**src/rtl/ex_mem_skid_reg.sv**
```systemverilog
// EX/MEM pipeline register with a 2-entry skid buffer: 1-cycle in->out latency, registered in_ready drops only when both slots are full.
// Optional EX_MEM_STALL_CNT_EN adds a saturating count of back-pressured cycles.
module ex_mem_skid_reg #(
  parameter int DATA_W = 32,
  parameter int RD_W   = 5
) (
  input  logic              clk,
  input  logic              reset,
  input  logic              flush,
  input  logic              in_valid,
  output logic              in_ready,
  input  logic              reg_write_in,
  input  logic              mem_to_reg_in,
  input  logic              mem_write_in,
  input  logic              mem_read_in,
  input  logic              branch_in,
  input  logic              zero_in,
  input  logic [DATA_W-1:0] alu_result_in,
  input  logic [DATA_W-1:0] wr_data_in,
  input  logic [DATA_W-1:0] br_target_in,
  input  logic [RD_W-1:0]   rd_in,
  output logic              out_valid,
  input  logic              out_ready,
  output logic              reg_write_out,
  output logic              mem_to_reg_out,
  output logic              mem_write_out,
  output logic              mem_read_out,
  output logic              branch_out,
  output logic              zero_out,
  output logic [DATA_W-1:0] alu_result_out,
  output logic [DATA_W-1:0] wr_data_out,
  output logic [DATA_W-1:0] br_target_out,
  output logic [RD_W-1:0]   rd_out,
  output logic              br_taken_out
`ifdef EX_MEM_STALL_CNT_EN
  ,
  output logic [31:0]       stall_cnt
`endif
);

  typedef struct packed {
    logic              reg_write;
    logic              mem_to_reg;
    logic              mem_write;
    logic              mem_read;
    logic              branch;
    logic              zero;
    logic              br_taken;
    logic [DATA_W-1:0] alu_result;
    logic [DATA_W-1:0] wr_data;
    logic [DATA_W-1:0] br_target;
    logic [RD_W-1:0]   rd;
  } entry_t;

  // Encoding is {skid_v, main_v}; 2'b10 is unreachable.
  typedef enum logic [1:0] {
    EMPTY = 2'b00,
    ONE   = 2'b01,
    FULL  = 2'b11
  } state_t;

  state_t state_q, state_nx;
  entry_t in_ent, main_q, skid_q;
  logic   in_ready_q;
  logic   accept, drain;
  logic   load_main_in, load_main_skid, load_skid;

  assign in_ent = '{
    reg_write:  reg_write_in,
    mem_to_reg: mem_to_reg_in,
    mem_write:  mem_write_in,
    mem_read:   mem_read_in,
    branch:     branch_in,
    zero:       zero_in,
    br_taken:   branch_in & zero_in,
    alu_result: alu_result_in,
    wr_data:    wr_data_in,
    br_target:  br_target_in,
    rd:         rd_in
  };

  assign out_valid = state_q[0];
  assign in_ready  = in_ready_q;
  assign accept    = in_valid & in_ready_q;
  assign drain     = out_valid & out_ready;

  always_comb begin
    state_nx       = state_q;
    load_main_in   = 1'b0;
    load_main_skid = 1'b0;
    load_skid      = 1'b0;
    case (state_q)
      EMPTY: begin
        if (accept) begin
          load_main_in = 1'b1;
          state_nx     = ONE;
        end
      end
      ONE: begin
        if (accept && drain) begin
          load_main_in = 1'b1;
        end else if (accept) begin
          load_skid = 1'b1;
          state_nx  = FULL;
        end else if (drain) begin
          state_nx = EMPTY;
        end
      end
      FULL: begin
        if (drain) begin
          load_main_skid = 1'b1;
          state_nx       = ONE;
        end
      end
      default: state_nx = EMPTY;
    endcase
    // A drain alongside flush has already been taken by MEM; everything else dies.
    if (flush) begin
      state_nx       = EMPTY;
      load_main_in   = 1'b0;
      load_main_skid = 1'b0;
      load_skid      = 1'b0;
    end
  end

  always_ff @(posedge clk or posedge reset) begin
    if (reset) begin
      state_q    <= EMPTY;
      in_ready_q <= 1'b1;
    end else begin
      state_q    <= state_nx;
      in_ready_q <= ~state_nx[1];
    end
  end

  always_ff @(posedge clk or posedge reset) begin
    if (reset) begin
      main_q <= '0;
      skid_q <= '0;
    end else begin
      if (load_main_in) begin
        main_q <= in_ent;
      end else if (load_main_skid) begin
        main_q <= skid_q;
      end
      if (load_skid) begin
        skid_q <= in_ent;
      end
    end
  end

  // Side-effecting controls are gated so a stale slot can never write.
  assign reg_write_out  = main_q.reg_write & out_valid;
  assign mem_write_out  = main_q.mem_write & out_valid;
  assign mem_to_reg_out = main_q.mem_to_reg;
  assign mem_read_out   = main_q.mem_read;
  assign branch_out     = main_q.branch;
  assign zero_out       = main_q.zero;
  assign br_taken_out   = main_q.br_taken;
  assign alu_result_out = main_q.alu_result;
  assign wr_data_out    = main_q.wr_data;
  assign br_target_out  = main_q.br_target;
  assign rd_out         = main_q.rd;

`ifdef EX_MEM_STALL_CNT_EN
  always_ff @(posedge clk or posedge reset) begin
    if (reset) begin
      stall_cnt <= '0;
    end else if (out_valid && !out_ready && (stall_cnt != 32'hFFFF_FFFF)) begin
      stall_cnt <= stall_cnt + 32'd1;
    end
  end
`endif

endmodule

```
**config.mk**
```make
export PLATFORM = sky130hd
export DESIGN_NAME = ex_mem_skid_reg
export DESIGN_NICKNAME = d
export VERILOG_FILES = /design/src/rtl/ex_mem_skid_reg.sv
export SDC_FILE = /design/constraint.sdc
export NUM_CORES = 1
export LEC_CHECK = 0
export CORE_MARGIN = 2
export CORE_UTILIZATION = 46
export DETAILED_ROUTE_END_ITERATION = 10
export GPL_TIMING_DRIVEN = 0
export MAX_ROUTING_LAYER = met4
export PLACE_DENSITY_LB_ADDON = 0.1
export SYNTH_ARGS = -nofsm -noshare
export SYNTH_HDL_FRONTEND = slang
export SYNTH_SLANG_ARGS = --single-unit
export TNS_END_PERCENT = 1
```
**constraint.sdc**
```tcl
create_clock -name clk -period 6.9 [get_ports clk]
set_input_delay 0.69 -clock clk [delete_from_list [all_inputs] [get_ports clk]]
set_output_delay 0.69 -clock clk [all_outputs]
set_load 0.005 [all_outputs]
```
# After elaboration in Yosys (flattened, before gate mapping)
# Cells that the tools add are included.
# totals
ff_bits	219
in_bits	112
out_inout_bits	110
word_cells	60
# classes
n_eq_ne	6
n_mux	19
n_bitwise	6
reduce_logical	4
# op_table
cell	count
$mux 108	2
$mux 2	6
$mux 1	9
$ne 3x3->1 const B	3
$pmux 2 s3	1
$and 1x1->1	5
$ne 4x4->1 const B	1
$reduce_and 4->1	1
$eq 2x1->1 const B	1
$eq 2x2->1 const B	1
$logic_not 2->1	1
$pmux 1 s2	1
$reduce_bool 2->1	1
$logic_and 1x1->1	1
$not 1->1	1

# Longest topological paths before layout
# Gate-level depths: netlist of the first run.
# logic_depth
word_depth	7
mapped_depth	7
ltp_nobuf	3

# Worst setup path after synthesis of the first run
# Ideal clock, no wire load.
# synth_timing
path_kind	input -> register
start	input in_valid
end	register skid_q[65] (netlist bit)
setup_time_ns	0.125
arrival_ns	2.055
t_required_ns	6.775
setup_slack_ns	4.720
cell_stages	7
path_buffers	4
path_cell_list	nand3b_4 > buf_6 > or4b_1 > buf_2 > buf_6 > buf_6 > mux2_4
# synth_between
elab_chain_len	5
elab_cells_between_ends	6
classes_between	mux (4); bitwise (1); reduce/logical (1)
# synth_lines
element	line_no	source
start: declaration	10	input logic in_valid,
$and 1x1->1 *	84	assign accept = in_valid & in_ready_q;
$mux 1 / $logic_and 1x1->1 (equally long branches)	102, 100	
$mux 1 *	100	if (accept && drain) begin
$mux 1 *	92	case (state_q)
$mux 1 *	118	if (flush) begin
end signal: assignment	147	skid_q <= in_ent;
end: declaration	63	entry_t in_ent, main_q, skid_q;
# Mark *: on every way between the ends. The rest lies on a longest branch, timed or not.
# A chain may end at the register's enable or synchronous reset.

# Worst setup path in the final report of the first run
# layout_timing
start	input out_ready
end	register main_q (netlist bit rd_out[0])
# layout_between
elab_chain_len	6
elab_cells_between_ends	10
classes_between	mux (7); bitwise (1); reduce/logical (2)
# layout_lines
element	line_no	source
start: declaration	23	input logic out_ready,
$and 1x1->1 *	85	assign drain = out_valid & out_ready;
$logic_and 1x1->1	100	
$mux 1	100	
$pmux 1 s2	92	
$mux 1	118	
$mux 108 / $reduce_bool 2->1 (equally long branches)	-	
end signal: assignment	142	main_q <= in_ent;
end signal: assignment	144	main_q <= skid_q;
end: declaration	63	
# Marked as above.

==> out/metrics.cfg, run 1 <==
[run_status]
outcome = finished clean

[synth]
synthTopCellsByArea = dfrtp_1 53%, mux2i_1 10%, mux2_2 9.6%, buf_4 7.4%, nor4_1 6.4%
synth-seq-cells = 219
synth-edff-count = 0
yosysTopAreaCell = dfrtp_1
ys_seq_area_share_pct = 53.3
netlist_instances = 846
synth_fp_nets = 958
synth_ff_type = dfrtp_1
synth_top_area_share_pct = 53.0
synth.avg_cell_area_um2 = 12.2
async_reset_ff_share_pct = 100
yosys_warnings = 0
synth_area_mm2 = 0.0103
yosysUniqueCellTypes = 27

[clocking]
clockRootBuffer = clkbuf_16
ctsResizeCount = 0
htree_levels = 1
cts_buffer_depth = 3
post-cts-setup-buffer-count = 0
clk_pin_slew_ns = 0.06
hold_buffers = 0
numCtsBuffers = 25
clock-sinks = 219
worstSkewPairLatency_ns = 0.51
cts_tree = done

[power_and_ir_drop]
leakage_nw = 6.42
ir_drop_mv = 0.208
powerDensity_mw_per_mm2 = 288

[finish]
drive_above_1_share_pct = 24.6
final_common_cell = clkdlybuf4s50_1
final-instance-count-excl-fill = 1394
layout.nets = 1207
postLayoutCellArea_mm2 = 0.0137
utilization_pct = 62.7
area_delta_synth_final_pct = 33.3
fillerInstances = 1828
layout_common_cells = 221 x clkdlybuf4s50_1, 218 x dfrtp_1, 108 x a21oi_1, 106 x mux2i_1, 105 x nor4_1

[routing]
wire_per_inst_um = 18.7
dr.pass1.iters = 6
vias = 7354
first_iter_violations = 401
vias_per_cell = 5.28
drc_errors = 0
ant_nets = 0
drt_wl_total_um = 26000

[critical_path]
end_kind = flip-flop
r2r_setup_slack_ns = 3.99
critPathRequiredTime_ns = 7.27
crit_fanout = 10
worstPathArrival_ns = 3.69
worstSetupPathType = in2reg
r2r-end = rd_out[0]
startpoint_type = input port
ff2ff_path_depth = 7
r2r_start = state_q[0]

[die]
rows = 54
initial_core_util_pct = 47.0
chipWidth_um = 154
io_pins = 222
dieArea_mm2 = 0.0236
die_y_um = 154
core_mm2 = 0.0219

[timing]
max-slew-margin-rel_pct = 46.4
fin_crit_ns = 3.32
hold_viol = 0
finalCritPeriodShare_pct = 48.1
rsz0062_at_grt = no
timing.fmax_mhz = 301
setup_viol = 0
worst_pin_slew_ns = 0.804
clock_skew_ns = 0.00977
drv_slew = 0

[job]
maxCapViolCount = 0

[grt]
grt_usage_pct = 22.4
grt_pass1_vias = 7621
antenna_found_initial = 2
grt-ovfl-total = 0
grt_pass1_wl_um = 41600
grt_start_max_net_pins = 129

[placement]
dp_hpwl_um = 17100
place_inst = 1348
place_area_mm2 = 0.0129
io_buffers = 221
gp_congestion = 0.790

[hold_path]
hold_start = skid_q[12]
min_path_cells = 1
holdPathEnd = skid_q[12]
min_path_type = reg2reg

[state kept, by name (all words and copies together), names as in the netlist]
name,flops
main_q,2
in_ready,1
zero_out,1
mem_to_reg_out,1
rd_out,5
br_target_out,32
branch_out,1
state_q,2
alu_result_out,32
skid_q,108
br_taken_out,1
wr_data_out,32
mem_read_out,1
[where the power goes]
part	switching, mW	internal (mW)	total [mW]
Clock	0.530	0.809	1.34
Combinational	0.303	0.601	0.904
Sequential	0.148	1.57	1.71
Total	0.980	2.98	3.96
[worst max-delay path by stage]
stage               startpoint                end  slack, ns  cells after the start
floorplan                reset  alu_result_out[0]       0.22                      1
global placement         reset         skid_q[79]      -2.87                      2
detailed placement   out_ready          rd_out[0]       3.05                      8
CTS                  out_ready          rd_out[0]       3.57                      8
global route         out_ready          rd_out[0]       3.37                      8
finish               out_ready          rd_out[0]       3.58                      8
[metal layers]
layer,routed length [µm],track usage [%]
met1,11900,30.8
met2,12100,34.5
met3,1700,5.44
met4,395,4.15
met5,0,-
[per-stage QoR]
step / hold slack [ns] / total power [mW] / worst slack, ns / TNS, ns
after global placement: 0.487 / 2.62 / -2.87 / -621.80
after global routing: 0.514 / 4.16 / 3.37 / 0
final: 0.500 / 3.96 / 3.58 / 0
after floorplan: 0.479 / 2.22 / 0.219 / 0
after CTS: 0.504 / 4.00 / 3.57 / 0
after detailed placement: 0.493 / 2.64 / 3.05 / 0
[area by class of cell]
class | count | area, µm² | share of cell area [%]
Timing Repair Buffer | 222 | 2240 | 16.3
Clock inverter | 13 | 150 | 1.09
Buffer | 174 | 1080 | 7.87
Inverter | 5 | 26.3 | 0.192
Clock buffer | 31 | 678 | 4.94
Tap cell | 280 | 350 | 2.55
Antenna cell | 2 | 5.00 | 0.0365
Sequential cell | 219 | 5480 | 40.0
Multi-Input combinational cell | 448 | 3710 | 27.0
[critical path, cell delays in order]
cell	delay, ns
clkdlybuf4s50_1	0.55
nor2b_1	0.16
clkbuf_1	0.46
or3_1	0.18
clkbuf_1	0.54
clkbuf_1	0.49
buf_1	0.47
a21oi_1	0.14
[Yosys cell counts, types with 3 or more instances]
cell type,count
dfrtp_1,218
a21oi_1,108
mux2i_1,106
nor4_1,105
buf_4,101
mux2_2,88
clkbuf_1,47
mux2_4,19
buf_2,14
buf_1,8
inv_1,5
buf_6,4
and2_1,3
o21ai_0,3
[kinds of logic after synthesis]
logic type             share of synthesized area, %
AO/OA/AOI/OAI                                  5.79
buffers and inverters                          10.7
flip-flops                                     53.3
multiplexers                                   22.7
AND/OR/NAND/NOR                                7.53
Note: power is estimated with default switching activity, not from simulation.
==> inputs of run 2 (changes only) <==
==> constraint.sdc (replaced) <==
create_clock -name clk -period 2.84 [get_ports clk]
set_input_delay 0.284 -clock clk [delete_from_list [all_inputs] [get_ports clk]]
set_output_delay 0.284 -clock clk [all_outputs]
set_load 0.005 [all_outputs]
==> run 2 against run 1 <==
Compared with the run above: combinational power is 150% higher; cell area is 0.66% higher; first-iteration DRC count down 23%; register-to-register slack worse by 3.6 ns; sequential share of layout area fell by 0.26 points; core utilization increased by 0.41 points; sequential power rose by 140%; largest cell class unchanged; highest routed layer unchanged.
==> out/metrics.cfg, run 2 (same netlist as run 1, synthesis figures left out) <==
[die]
core_mm2 = 0.0219
dieArea_mm2 = 0.0236
rows = 54
initial_core_util_pct = 47.0
io_pins = 222
chipWidth_um = 154
die_y_um = 154

[critical_path]
ff2ff_path_depth = 7
r2r_setup_slack_ns = 0.39
startpoint_type = flip-flop
worstSetupPathType = reg2reg
worstPathArrival_ns = 2.81
r2r_start = state_q[0]
critPathRequiredTime_ns = 3.21
end_kind = flip-flop
r2r-end = rd_out[1]
crit_fanout = 10

[clocking]
worstSkewPairLatency_ns = 0.51
numCtsBuffers = 24
clockRootBuffer = clkbuf_16
clk_pin_slew_ns = 0.06
clock-sinks = 219
htree_levels = 1
cts_buffer_depth = 3
cts_tree = done

[placement]
dp_hpwl_um = 17700
place_inst = 1353
gp_congestion = 0.765
io_buffers = 221

[timing]
timing.fmax_mhz = 409
rsz0062_at_grt = no
hold_viol = 0
fin_crit_ns = 2.45
finalCritPeriodShare_pct = 86.1
clock_skew_ns = 0.0107
max-slew-margin-rel_pct = 47.7
worst_pin_slew_ns = 0.785
setup_viol = 0
hold_ws_ns = 0.399
drv_slew = 0

[hold_path]
hold_start = branch_in
min_path_cells = 3
min_path_type = in2reg
holdPathEnd = skid_q[103]

[job]
maxCapViolCount = 0

[finish]
layout_common_cells = 221 x clkdlybuf4s50_1, 218 x dfrtp_1, 108 x a21oi_1, 106 x mux2i_1, 105 x nor4_1
drive_above_1_share_pct = 24.8
final-instance-count-excl-fill = 1399
fillerInstances = 1806
area_delta_synth_final_pct = 34.2
layout.nets = 1211
final_common_cell = clkdlybuf4s50_1
largest_register = skid_q
largest_reg_flops = 108

[routing]
vias_per_cell = 5.31
ant_nets = 0
drt_wl_total_um = 25800
dr.pass1.iters = 4
first_iter_violations = 309
wire_per_inst_um = 18.4
drc_errors = 0
vias = 7429

[grt]
grt_pass1_wl_um = 41500
antenna_found_initial = 2
grt_pass1_vias = 7766
grt-ovfl-total = 0
grt_start_max_net_pins = 42
grt_usage_pct = 22.3

[power_and_ir_drop]
powerDensity_mw_per_mm2 = 694
design_power_total_mw = 9.58
swShare_pct = 24.6
switchingPower_mw = 2.35
power.share.clock_pct = 33.4
leakage_nw = 6.45
combPwrFrac_pct = 23.2
seqPwrFrac_pct = 43.4
power.internal_mw = 7.23
ir_drop_mv = 0.412

[run_status]
outcome = finished clean

==> run 2: changes by cell type in the layout (fill, tap and decap cells not counted), sizes merged <==
| cell | delta |
|---|---|
| clkinv | -3 |
| dlygate4sd3 | +1 |
| inv | -3 |
| clkbuf | +5 |
| bufinv | -1 |
| buf | +5 |
| clkinvlp | +1 |
==> run 2: worst max-delay path by stage <==
| stage | from | endpoint | depth (start not counted) |
|---|---|---|---|
| finish | state_q[0] | rd_out[1] | 7 |
| global route | out_ready | br_target_out[5] | 7 |
| CTS | state_q[0] | br_target_out[4] | 6 |
| detailed placement | out_ready | rd_out[1] | 8 |
| global placement | reset | wr_data_out[22] | 2 |
| floorplan | reset | alu_result_out[0] | 1 |
==> run 2: critical path, stage by stage (launching register included) <==
cell,delay [ns]
dfrtp_1,0.38
clkbuf_1,0.23
nand4b_1,0.14
clkbuf_1,0.45
buf_2,0.39
buf_2,0.39
mux2i_1,0.24
a21oi_1,0.09
==> run 2: per-layer routing <==
layer / GRT usage (%) / vias up / routed length, µm
met1: 30.0 / 3666 / 11500
met3: 5.30 / 43 / 1660
met5: - / - / 0
li1: - / 3509 / -
met2: 34.7 / 211 / 12000
met4: 5.20 / 0 / 516
==> run 2: area by class of cell <==
type / instances / area [µm²] / area share, %
clock inverters: 7 / 87.6 / 0.634
clock buffers: 37 / 731 / 5.29
repair buffers: 228 / 2340 / 17.0
multi-input cells: 448 / 3710 / 26.9
plain buffers: 173 / 1080 / 7.79
diodes: 2 / 5.00 / 0.0362
well taps: 280 / 350 / 2.54
flip-flops and latches: 219 / 5480 / 39.7
inverters: 5 / 22.5 / 0.163
==> run 2: power groups by stage <==
stage	clock network (mW)	registers, mW	logic [mW]
6_report	3.20	4.16	2.22
5_1_grt	3.41	4.24	2.41
4_1_cts	3.28	4.16	2.25
3_5_place_dp	0	4.21	2.24
3_3_place_gp	0	4.19	2.18
2_1_floorplan	0	4.11	1.29
==> run 2: through the flow <==
step | worst slack, ns | instance area [µm²] | setup TNS, ns | utilization (%)
6_report | 0.393 | 13800 | 0 | 63.1
5_1_grt | 0.139 | 13800 | 0 | 63.1
4_1_cts | 0.107 | 13800 | 0 | 63.0
3_5_place_dp | -0.588 | 13000 | -19.64 | 59.3
3_3_place_gp | -2.13 | 12900 | -479.82 | 58.7
2_1_floorplan | -0.297 | 10300 | -64.81 | -
==> run 2: what timing repair did <==
| action | CTS | global route |
|---|---|---|
| hold endpoints to repair | 2 | 0 |
| setup endpoints to repair | 20 | 20 |
| resized for setup | 0 | 1 |
| hold buffers | 1 | 0 |
| buffers inserted | 0 | 0 |
==> inputs of run 3 (changes only) <==
--- a/config.mk
+++ b/config.mk
@@ -11,6 +11,7 @@
 export GPL_TIMING_DRIVEN = 0
 export MAX_ROUTING_LAYER = met4
 export PLACE_DENSITY_LB_ADDON = 0.1
+export SKIP_CTS_REPAIR_TIMING = 1
 export SYNTH_ARGS = -nofsm -noshare
 export SYNTH_HDL_FRONTEND = slang
 export SYNTH_SLANG_ARGS = --single-unit
==> run 3 against run 2 <==
Compared with the run above: cell count about the same; wire length about the same; clock skew decreased by 0.0014 ns; cell area about the same; largest power group unchanged; highest routed layer unchanged.
==> out/metrics.cfg, run 3 (same netlist as run 1, synthesis figures left out) <==
[finish]
largest_register = skid_q
postLayoutCellArea_mm2 = 0.0138
final-instance-count-excl-fill = 1398
area_delta_synth_final_pct = 34.1
final_common_cell = clkdlybuf4s50_1
layout.nets = 1210
layout_common_cells = 221 x clkdlybuf4s50_1, 218 x dfrtp_1, 108 x a21oi_1, 106 x mux2i_1, 105 x nor4_1
largest_reg_flops = 108
drive_above_1_share_pct = 24.8

[critical_path]
ff2ff_path_depth = 7
r2r-end = rd_out[1]
worstPathArrival_ns = 2.84
r2r_setup_slack_ns = 0.37
cp-startpoint = state_q[0]
worstPathCellList = clkbuf_1 > nand4b_1 > clkbuf_1 > buf_2 > buf_2 > mux2i_1 > a21oi_1
startpoint_type = flip-flop
end_kind = flip-flop
r2r_start = state_q[0]
crit_fanout = 10
crit_slowest_cell = clkbuf_1
critPathRequiredTime_ns = 3.21
critPathMaxStageDelay_ns = 0.45
worstSetupPathType = reg2reg

[placement]
io_buffers = 221
place_inst = 1353
place_area_mm2 = 0.0130
gp_congestion = 0.765
dp_hpwl_um = 17700

[power_and_ir_drop]
leakage_nw = 6.45
powerDensity_mw_per_mm2 = 694
ir_drop_mv = 0.406

[routing]
drt_wl_total_um = 25700
wire_per_inst_um = 18.4
vias = 7419
ant_nets = 0
drc_errors = 0
vias_per_cell = 5.31
first_iter_violations = 302
dr.pass1.iters = 4

[timing]
timing.fmax_mhz = 404
drv_slew = 0
hold_viol = 0
rsz0062_at_grt = no
clock_skew_ns = 0.00931
worst_pin_slew_ns = 0.794
fin_crit_ns = 2.47
setup_viol = 0
max-slew-margin-rel_pct = 47.1
finalCritPeriodShare_pct = 87.1
final.setup.tns_ns = 0

[die]
core_mm2 = 0.0219
dieArea_mm2 = 0.0236
chipWidth_um = 154
initial_core_util_pct = 47.0
die_y_um = 154
io_pins = 222
rows = 54

[run_status]
outcome = finished clean

[grt]
antenna_found_initial = 2
grt_start_max_net_pins = 42
grt_pass1_vias = 7772
grt_usage_pct = 22.3
grt_pass1_wl_um = 41500
grt-ovfl-total = 0

[clocking]
cts_buffer_depth = 3
clk_pin_slew_ns = 0.06
htree_levels = 1
worstSkewPairLatency_ns = 0.51
cts_tree = done
clock-sinks = 219
numCtsBuffers = 24
clockRootBuffer = clkbuf_16

[job]
maxCapViolCount = 0

[hold_path]
min_path_type = in2async

==> run 3: metal layers <==
| layer | track usage (%) | share of wire (%) | vias to the layer above |
|---|---|---|---|
| met5 | - | 0 | - |
| li1 | - | - | 3507 |
| met1 | 30.0 | 45 | 3657 |
| met2 | 34.7 | 47 | 212 |
| met4 | 5.20 | 2.0 | 0 |
| met3 | 5.30 | 6.4 | 43 |
==> run 3: final cells by class <==
class / count / area (µm²)
Fill cell: 1807 / 8090
Antenna cell: 2 / 5.00
Timing Repair Buffer: 227 / 2330
Sequential cell: 219 / 5480
Buffer: 173 / 1080
Multi-Input combinational cell: 448 / 3710
Clock inverter: 7 / 87.6
Inverter: 5 / 22.5
Clock buffer: 37 / 731
Tap cell: 280 / 350
==> run 3: how the worst max path moves through the flow <==
stage,slack [ns],cells past startpoint,to
5_1_grt,0.14,7,br_target_out[5]
3_5_place_dp,-0.59,8,rd_out[1]
4_1_cts,-0.07,7,br_target_out[4]
6_report,0.37,7,rd_out[1]
3_3_place_gp,-2.13,2,wr_data_out[22]
2_1_floorplan,-0.30,1,alu_result_out[0]
==> run 3: per-stage QoR <==
stage	power, mW	util (%)	hold WS [ns]	worst slack, ns
after floorplan	5.40	-	0.419	-0.297
after global routing	10.1	63.0	0.00791	0.141
after detailed placement	6.45	59.3	0.492	-0.588
after global placement	6.37	58.7	0.487	-2.13
final	9.58	63.0	0.0103	0.366
after CTS	9.69	63.0	-0.00698	-0.0739
==> run 3: worst max-delay path, delay by kind of cell, from the launching register on <==
family                 cells  cell delay, ns
muxes                      1            0.26
DFF                        1            0.38
AOI/OAI and AO/OA          1            0.09
and+or+nand+nor            1            0.14
buffers and inverters      4            1.45
==> run 3: where the power goes <==
part           total (mW)  switching (mW)  internal, mW  leakage [nW]
Combinational        2.22           0.746          1.47          3.49
Clock                3.20            1.25          1.95         0.402
Sequential           4.16           0.355          3.81          2.55
